--- src/rtl/mbgd_pkg.sv ---
// Shared defaults and controller state encoding for the MBGD phase-2 sequencer.
// Latency: none (declarations only).
// Backpressure: n/a.
package mbgd_pkg;

  localparam int DW_DEF    = 8;
  localparam int N_DEF     = 8;
  localparam int N_BIT_DEF = 3;

  typedef enum logic [1:0] {
    IDLE  = 2'd0,
    ISSUE = 2'd1,
    DRAIN = 2'd2,
    DONE  = 2'd3
  } ctrl_state_t;

endpackage

--- src/rtl/mbgd_tag_pipe.sv ---
// Tag delay line carrying {valid, column index} alongside X memory + datapath.
// Latency: L cycles; a tag pushed in cycle c pops in cycle c+L.
// Backpressure: hold freezes every stage; there is no other stall.
module mbgd_tag_pipe #(
  parameter int L  = 4,
  parameter int IW = 3
) (
  input  logic          clk,
  input  logic          resetn,
  input  logic          hold,
  input  logic          push_vld,
  input  logic [IW-1:0] push_idx,
  output logic          pop_vld,
  output logic [IW-1:0] pop_idx
);

  logic [L-1:0]         vld_q;
  logic [L-1:0][IW-1:0] idx_q;

  // shift one stage per unheld cycle; stage 0 takes the newly issued tag
  always_ff @(posedge clk or negedge resetn) begin
    if (!resetn) begin
      vld_q <= '0;
      idx_q <= '0;
    end else if (!hold) begin
      vld_q[0] <= push_vld;
      idx_q[0] <= push_idx;
      for (int i = 1; i < L; i++) begin
        vld_q[i] <= vld_q[i-1];
        idx_q[i] <= idx_q[i-1];
      end
    end
  end

  assign pop_vld = vld_q[L-1];
  assign pop_idx = idx_q[L-1];

endmodule

--- src/rtl/mbgd_phase2_ctrl.sv ---
// Phase-2 sequencer: walks the N columns of X, tags them, assembles g_vec.
// Latency: start edge to done = N + MEM_LAT + PIPE_LAT + 1 cycles plus held cycles.
// Backpressure: hold freezes FSM, counter, tags and g_vec; col_rd/dp_enable drop.
module mbgd_phase2_ctrl
  import mbgd_pkg::*;
#(
  parameter int DW       = DW_DEF,
  parameter int N        = N_DEF,
  parameter int N_bit    = N_BIT_DEF,
  parameter int MEM_LAT  = 1,
  parameter int PIPE_LAT = 3
) (
  input  logic              clk,
  input  logic              resetn,
  input  logic              start,
  input  logic              hold,
  output logic              col_rd,
  output logic [N_bit-1:0]  col_addr,
  output logic              dp_enable,
  input  logic [DW-1:0]     g_in,
  output logic [DW*N-1:0]   g_vec,
  output logic              grad_valid,
  output logic              busy,
  output logic              done
);

  localparam int               L    = MEM_LAT + PIPE_LAT;
  localparam logic [N_bit-1:0] LAST = N_bit'(N - 1);

  ctrl_state_t      state, state_nxt;
  logic [N_bit-1:0] cnt, cnt_nxt;
  logic             gv_nxt;
  logic             rd_q;
  logic [N_bit-1:0] addr_q;
  logic             pop_vld;
  logic [N_bit-1:0] pop_idx;
  logic             last_cap;

  // read strobe is registered one cycle behind ISSUE; a held cycle must not read
  assign col_rd    = rd_q & ~hold;
  assign col_addr  = addr_q;
  assign busy      = (state != IDLE);
  assign done      = (state == DONE);
  assign dp_enable = busy & ~hold;
  // tags leave in issue order, so the last column's tag marks completion
  assign last_cap  = pop_vld & (pop_idx == LAST);

  mbgd_tag_pipe #(
    .L  (L),
    .IW (N_bit)
  ) u_tag_pipe (
    .clk      (clk),
    .resetn   (resetn),
    .hold     (hold),
    .push_vld (col_rd),
    .push_idx (addr_q),
    .pop_vld  (pop_vld),
    .pop_idx  (pop_idx)
  );

  // next-state, column counter and grad_valid update
  always_comb begin
    state_nxt = state;
    cnt_nxt   = cnt;
    gv_nxt    = grad_valid;
    case (state)
      IDLE: begin
        if (start) begin
          state_nxt = ISSUE;
          cnt_nxt   = '0;
          gv_nxt    = 1'b0;
        end
      end
      ISSUE: begin
        cnt_nxt = (cnt == LAST) ? '0 : cnt + 1'b1;
        if (cnt == LAST) state_nxt = DRAIN;
      end
      DRAIN: begin
        if (last_cap) begin
          state_nxt = DONE;
          gv_nxt    = 1'b1;
        end
      end
      DONE: begin
        if (start) begin
          state_nxt = ISSUE;
          cnt_nxt   = '0;
          gv_nxt    = 1'b0;
        end else begin
          state_nxt = IDLE;
        end
      end
      default: state_nxt = IDLE;
    endcase
  end

  // control registers; hold freezes all of them
  always_ff @(posedge clk or negedge resetn) begin
    if (!resetn) begin
      state      <= IDLE;
      cnt        <= '0;
      grad_valid <= 1'b0;
      rd_q       <= 1'b0;
      addr_q     <= '0;
    end else if (!hold) begin
      state      <= state_nxt;
      cnt        <= cnt_nxt;
      grad_valid <= gv_nxt;
      rd_q       <= (state == ISSUE);
      addr_q     <= cnt;
    end
  end

  // gradient register file: store g_in verbatim into the slot named by the tag
  always_ff @(posedge clk or negedge resetn) begin
    if (!resetn) begin
      g_vec <= '0;
    end else if (!hold && pop_vld) begin
      g_vec[int'(pop_idx)*DW +: DW] <= g_in;
    end
  end

endmodule

--- config.mk ---
export PLATFORM = sky130hd
export DESIGN_NAME = mbgd_phase2_ctrl
export DESIGN_NICKNAME = d
export VERILOG_FILES = /design/src/rtl/mbgd_pkg.sv /design/src/rtl/mbgd_tag_pipe.sv /design/src/rtl/mbgd_phase2_ctrl.sv
export SDC_FILE = /design/constraint.sdc
export NUM_CORES = 1
export LEC_CHECK = 0
export ABC_AREA = 1
export CAP_MARGIN = 10
export CORE_ASPECT_RATIO = 0.5
export CORE_UTILIZATION = 25
export CTS_CLUSTER_DIAMETER = 30
export DETAILED_ROUTE_END_ITERATION = 6
export SETUP_SLACK_MARGIN = 0.1
export SLEW_MARGIN = 20
export SYNTH_ARGS = -nofsm -noshare
export SYNTH_HDL_FRONTEND = slang
export SYNTH_SLANG_ARGS = --single-unit
--- constraint.sdc ---
create_clock -name clk -period 3.51 [get_ports clk]
set_clock_uncertainty 0.05 [all_clocks]
set_input_delay 0.351 -clock clk [delete_from_list [all_inputs] [get_ports clk]]
set_output_delay 0.351 -clock clk [all_outputs]
set_load 0.02 [all_outputs]
After elaboration in Yosys (flattened, before gate mapping)

Index checks and enable logic that the tools add are counted.

Register bits: 90
Input bits: 12
Output and inout port bits: 72
Word-level logic and storage cells: 50

Add/sub/neg operators: 2
Equal/unequal tests: 9
Shift-type cells: 2
Multiplexer cells: 12
Bitwise gates (word level): 4
Reduce and logical (&&, ||, !) cells: 10

Operators with widths:

| kind                                                  | number |
|---|---|
| bitwise mux 64 bit                                    | 1 |
| variable shift 8 x 33 -> 64 bit, first input constant | 1 |
| indexed part select 8 x 33 -> 64 bit                  | 1 |
| negation 6 -> 33 bit                                  | 1 |
| one-hot mux 2 bit (4 select lines)                    | 1 |
| AND reduction 4 bit                                   | 2 |
| equality test 3 bit, second input constant            | 2 |
| 2-to-1 mux 2 bit                                      | 3 |
| 2-to-1 mux 3 bit                                      | 2 |
| inequality test 2 bit, second input constant          | 3 |
| one-hot mux 3 bit (2 select lines)                    | 1 |
| nonzero test 2 bit                                    | 3 |
| equality test 2 bit, second input constant            | 2 |
| adder 3 x 1 -> 3 bit, second input constant           | 1 |
| AND 1 bit                                             | 3 |
| 2-to-1 mux 1 bit                                      | 3 |
| AND reduction 3 bit                                   | 1 |
| equality test 2 x 1 -> 1 bit, second input constant   | 1 |
| zero test 2 bit                                       | 1 |
| inequality test 2 x 1 -> 1 bit, second input constant | 1 |
| one-hot mux 1 bit (2 select lines)                    | 1 |
| OR reduction 2 bit                                    | 1 |
| logical AND 1 bit                                     | 1 |
| zero test 1 bit                                       | 1 |
| NOT 1 bit                                             | 1 |

Depth between registers and ports, before layout

Depth after elaboration: 4
Depth in mapped cells: 11
Depth with buffers taken out: 10

By module

From an unflattened synthesis, not the netlist that was laid out.

Cell total of the unflattened synthesis: 509
Area total of the unflattened synthesis: 4297.9 um^2

By module, submodules not included:

| module           | times used | cells each | area each (um^2) |
|---|---|---|---|
| mbgd_phase2_ctrl | 1          | 438        | 3634.7 |
| mbgd_tag_pipe    | 1          | 71         | 663.1 |

Worst setup path before layout

OpenSTA, ideal clock, no wires.

Path kind: reg-to-reg
From: reg u_tag_pipe.idx_q, in the netlist u_tag_pipe.pop_idx[0]
To: reg g_vec[48]
Library setup time: 0.117 ns
Arrival: 1.714 ns
Setup slack: 1.629 ns
Cell stages (with the launch flop): 12
Path buffers: 2
Clock period less this slack: 1.881 ns
Cell sequence: dfrtp_1 inv_1 ha_1 ha_1 buf_6 inv_2 buf_4 nand3_2 inv_1 nand2_1 nand2_1 nand2_1

Cells in the longest elaborated chain, start to end: 3
Elaborated cells on any way between the ends: 4
Classes of those cells: add/sub (1); shift (2); mux (1)

Ends and longest elaborated chain:

| what                                                                                           | line                    | source |
|---|---|---|
| from (decl)                                                                                    | mbgd_tag_pipe.sv:18     | `logic [L-1:0][IW-1:0] idx_q;` |
| from (signal, indexed assignment)                                                              | mbgd_tag_pipe.sv:30     | `idx_q[i] <= idx_q[i-1];` |
| negation 6 -> 33 bit *                                                                         | mbgd_phase2_ctrl.sv:119 | `g_vec[int'(pop_idx)*DW +: DW] <= g_in;` |
| indexed part select 8 x 33 -> 64 bit / variable shift 8 x 33 -> 64 bit (equally long branches) | mbgd_phase2_ctrl.sv:119 |  |
| bitwise mux 64 bit *                                                                           | mbgd_phase2_ctrl.sv:119 |  |
| to (signal, indexed assignment)                                                                | mbgd_phase2_ctrl.sv:119 |  |
| to (decl)                                                                                      | mbgd_phase2_ctrl.sv:21  | `output logic [DW*N-1:0] g_vec,` |

Every way passes the cells marked *; elsewhere a longest branch is shown, timed or not.
A chain may end at the register's enable or synchronous reset.

Final worst setup path

From: reg u_tag_pipe.idx_q, in the netlist u_tag_pipe.pop_idx[1]
To: reg g_vec[9]

Same word-level chain as after synthesis.

==> flow_summary.yaml <==
status:
  outcome: "completed"
yosys:
  synth_top_family_by_area: "simple AND/OR/NAND/NOR gates"
  synthAdderAreaFrac: 0.0350
  ys_types: 29
  postSynthAreaPerCell_um2: 8.39
  async_flop_share: 1.00
  synth_seq_cells: 90
  synth_compound_area_frac: 0.0680
  syn_inst: 511
  ys_warn_count: 0
  syn-num-nets: 535
  synth_seq_area_share: 0.525
  synth_area_um2: 4290
  synth_edf_count: 0
  synth-main-ff-cell: "dfrtp_1"
  yosys.area_share.simple: 0.296
  synth-xor-area-share: 0
  yosys-mux-area-fraction: 0
die:
  die_w_um: 187
  initial_core_util: 0.259
  die_area_um2: 17700
  ioPinCount: 84
  core_um2: 16600
  dieHeight_um: 94.6
  fp-row-count: 33
timing:
  fin_tns_setup_ps: 0
  setup_violations: 0
  worst_slew_pin_slew_ps: 723
  fin_crit_sh: 0.749
  max_freq_mhz: 381
  grt_setup_unrepaired: "no"
  hold_viol: 0
  period_needed_ps: 2630
  slew_headroom: 0.516
  drv_slew: 0
critical_path:
  cp_max_fo: 21
  cp-start-kind: "flip-flop"
  cp.arrival_ps: 2770
  worstPathRequired_ps: 3660
  end_kind: "flip-flop"
  path_class: "flip-flop to flip-flop"
global_route:
  first_global_vias: 3369
  grt_use_total: 0.121
  grt-ovfl-total: 0
  antenna_found_initial: 0
  grt_pass1_wl_mm: 16.7
  grt_max_degree: 78
final_layout:
  nFillCells: 1707
  syn_to_final_growth_pct: 31.1
  finish.instance_area_um2: 5620
  nets: 617
  diodes: 0
  final_util: 0.340
  drive_gt1_frac: 0.0771
route:
  drt_pass1_iterations: 4
  drt_iter0_drc: 247
  wl_per_cell_um: 12.2
  ant_nets: 0
  routed_via_density: 4.15
  drc: 0
  wl_mm: 10.1
  num_vias: 3418
clock_tree:
  cts.repair.resized: 0
  clk_path_buf_depth: 2
  clk_latency_ps: 340
  clk_pin_slew_ps: 60
  h-tree-depth: 3
  postCtsSetupBuffers: 0
  postCtsHoldBufs: 0
  clockRootBuffer: "clkbuf_16"
  cts_buffers: 9
  cts_sinks: 90
  cts_tree: "done"
worst_hold_path:
  hold_path.class: "input pin to async pin"
power_and_ir_drop:
  pwr_density_cell_nw_per_um2: 655
  p_leak_nw: 2.75
  peakVddDrop_mv: 0.356
placed_design:
  dp_hpwl_mm: 7.44
  globalplace.congestion: 0.785
  post_dp_cell_area_um2: 5300
  io_buffers: 83
job:
  max_cap_violations: 0
state kept, by name, indices dropped and copies added, names as in the netlist:
register and cells:
g_vec 64, u_tag_pipe.idx_q 9, u_tag_pipe.vld_q 4, cnt 3, col_addr 3, u_tag_pipe.pop_idx 3, state 2, grad_valid 1
rd_q 1
stage by stage:
stage | cells | hold WS (ps) | power [mW] | setup slack (ps)
floorplan | 511 | 5.41 | 2.30 | 1630
global placement | 807 | 403 | 2.74 | 972
detailed placement | 807 | 411 | 2.76 | 895
CTS | 822 | 155 | 3.72 | 872
global route | 824 | 411 | 3.92 | 665
finish | 824 | 394 | 3.68 | 882
cell usage after synthesis (2+ instances only):
master	count	area (um^2)
nor2_2	2	12.5
nor3_4	2	32.5
nand3_1	26	130
o21ai_0	52	260
clkbuf_1	3	11.3
inv_1	45	169
nand3_4	3	52.6
nand3_2	2	20.0
o21ai_1	3	15.0
nand2_1	178	668
buf_6	6	67.6
buf_2	6	30.0
nor2_1	54	203
dfrtp_1	90	2250
inv_2	5	18.8
a21oi_1	2	10.0
ha_1	12	150
nand2_2	5	31.3
nor2_4	2	22.5
buf_4	2	15.0
nor2_8	3	60.1
critical path, stage by stage (launching register included):
cell and delay (ps):
dfrtp_1 380, inv_1 70, ha_1 200, ha_1 720
inv_2 340, nor3_4 550, o21ai_0 170
area by class of cell:
cell class	instances	area, um^2	area share
sequential	90	2250	0.401
multi-input combinational	352	1710	0.304
timing repair buffer	88	888	0.158
tap	227	284	0.0505
clock buffer	12	246	0.0438
inverter	52	201	0.0358
clock inverter	3	40.0	0.00712
routing by layer:
metal  part of all wire  track usage  up-vias
met5                  0            0        -
met4              0.011       0.0471        0
met3              0.027       0.0305       13
met2               0.44        0.184       64
met1               0.52        0.166     1588
li1                   -            -     1753
cells in the final DEF, fill, tap and decap left out, drive strengths merged, types with 2 or more instances in the layout:
cell,n
nand2,184
dfrtp,90
clkdlybuf4s50,82
nor2,61
o21ai,55
inv,51
nand3,31
ha,12
clkbuf,12
buf,5
clkinv,3
nor3,3
a21oi,2
path summary, 6_finish.rpt:
path / slack (ps) / cells after the start / to / start
setup reg to reg: 880 / 6 / g_vec[9]$_DFFE_PN0P_ / u_tag_pipe.pop_idx[1]$_DFFE_PN0N_
max in group asynchronous: 2430 / 3 / grad_valid$_DFFE_PN0P_ / resetn
hold reg to reg: 420 / 2 / g_vec[57]$_DFFE_PN0P_ / g_vec[57]$_DFFE_PN0P_
min in group clk: 420 / 2 / g_vec[57]$_DFFE_PN0P_ / g_vec[57]$_DFFE_PN0P_
hold / removal: 390 / 2 / g_vec[17]$_DFFE_PN0P_ / resetn
setup / recovery: 880 / 6 / g_vec[9]$_DFFE_PN0P_ / u_tag_pipe.pop_idx[1]$_DFFE_PN0N_
cell families (layout without fill, tap and decap cells):
kind of cell               after synthesis  count (layout)
buffers and inverters                   69             155
adders and majority gates               12              12
and+or+nand+nor                        282             282
AOI/OAI and AO/OA                       58              58
DFF                                     90              90
report_power, final:
| part | switching, mW | internal [mW] | leakage [nW] | total [mW] |
|---|---|---|---|---|
| Sequential | 0.137 | 1.25 | 1.16 | 1.38 |
| Clock | 0.373 | 0.565 | 0.142 | 0.937 |
| Combinational | 0.883 | 0.480 | 1.45 | 1.36 |
Power figures use the tool's default switching activity.
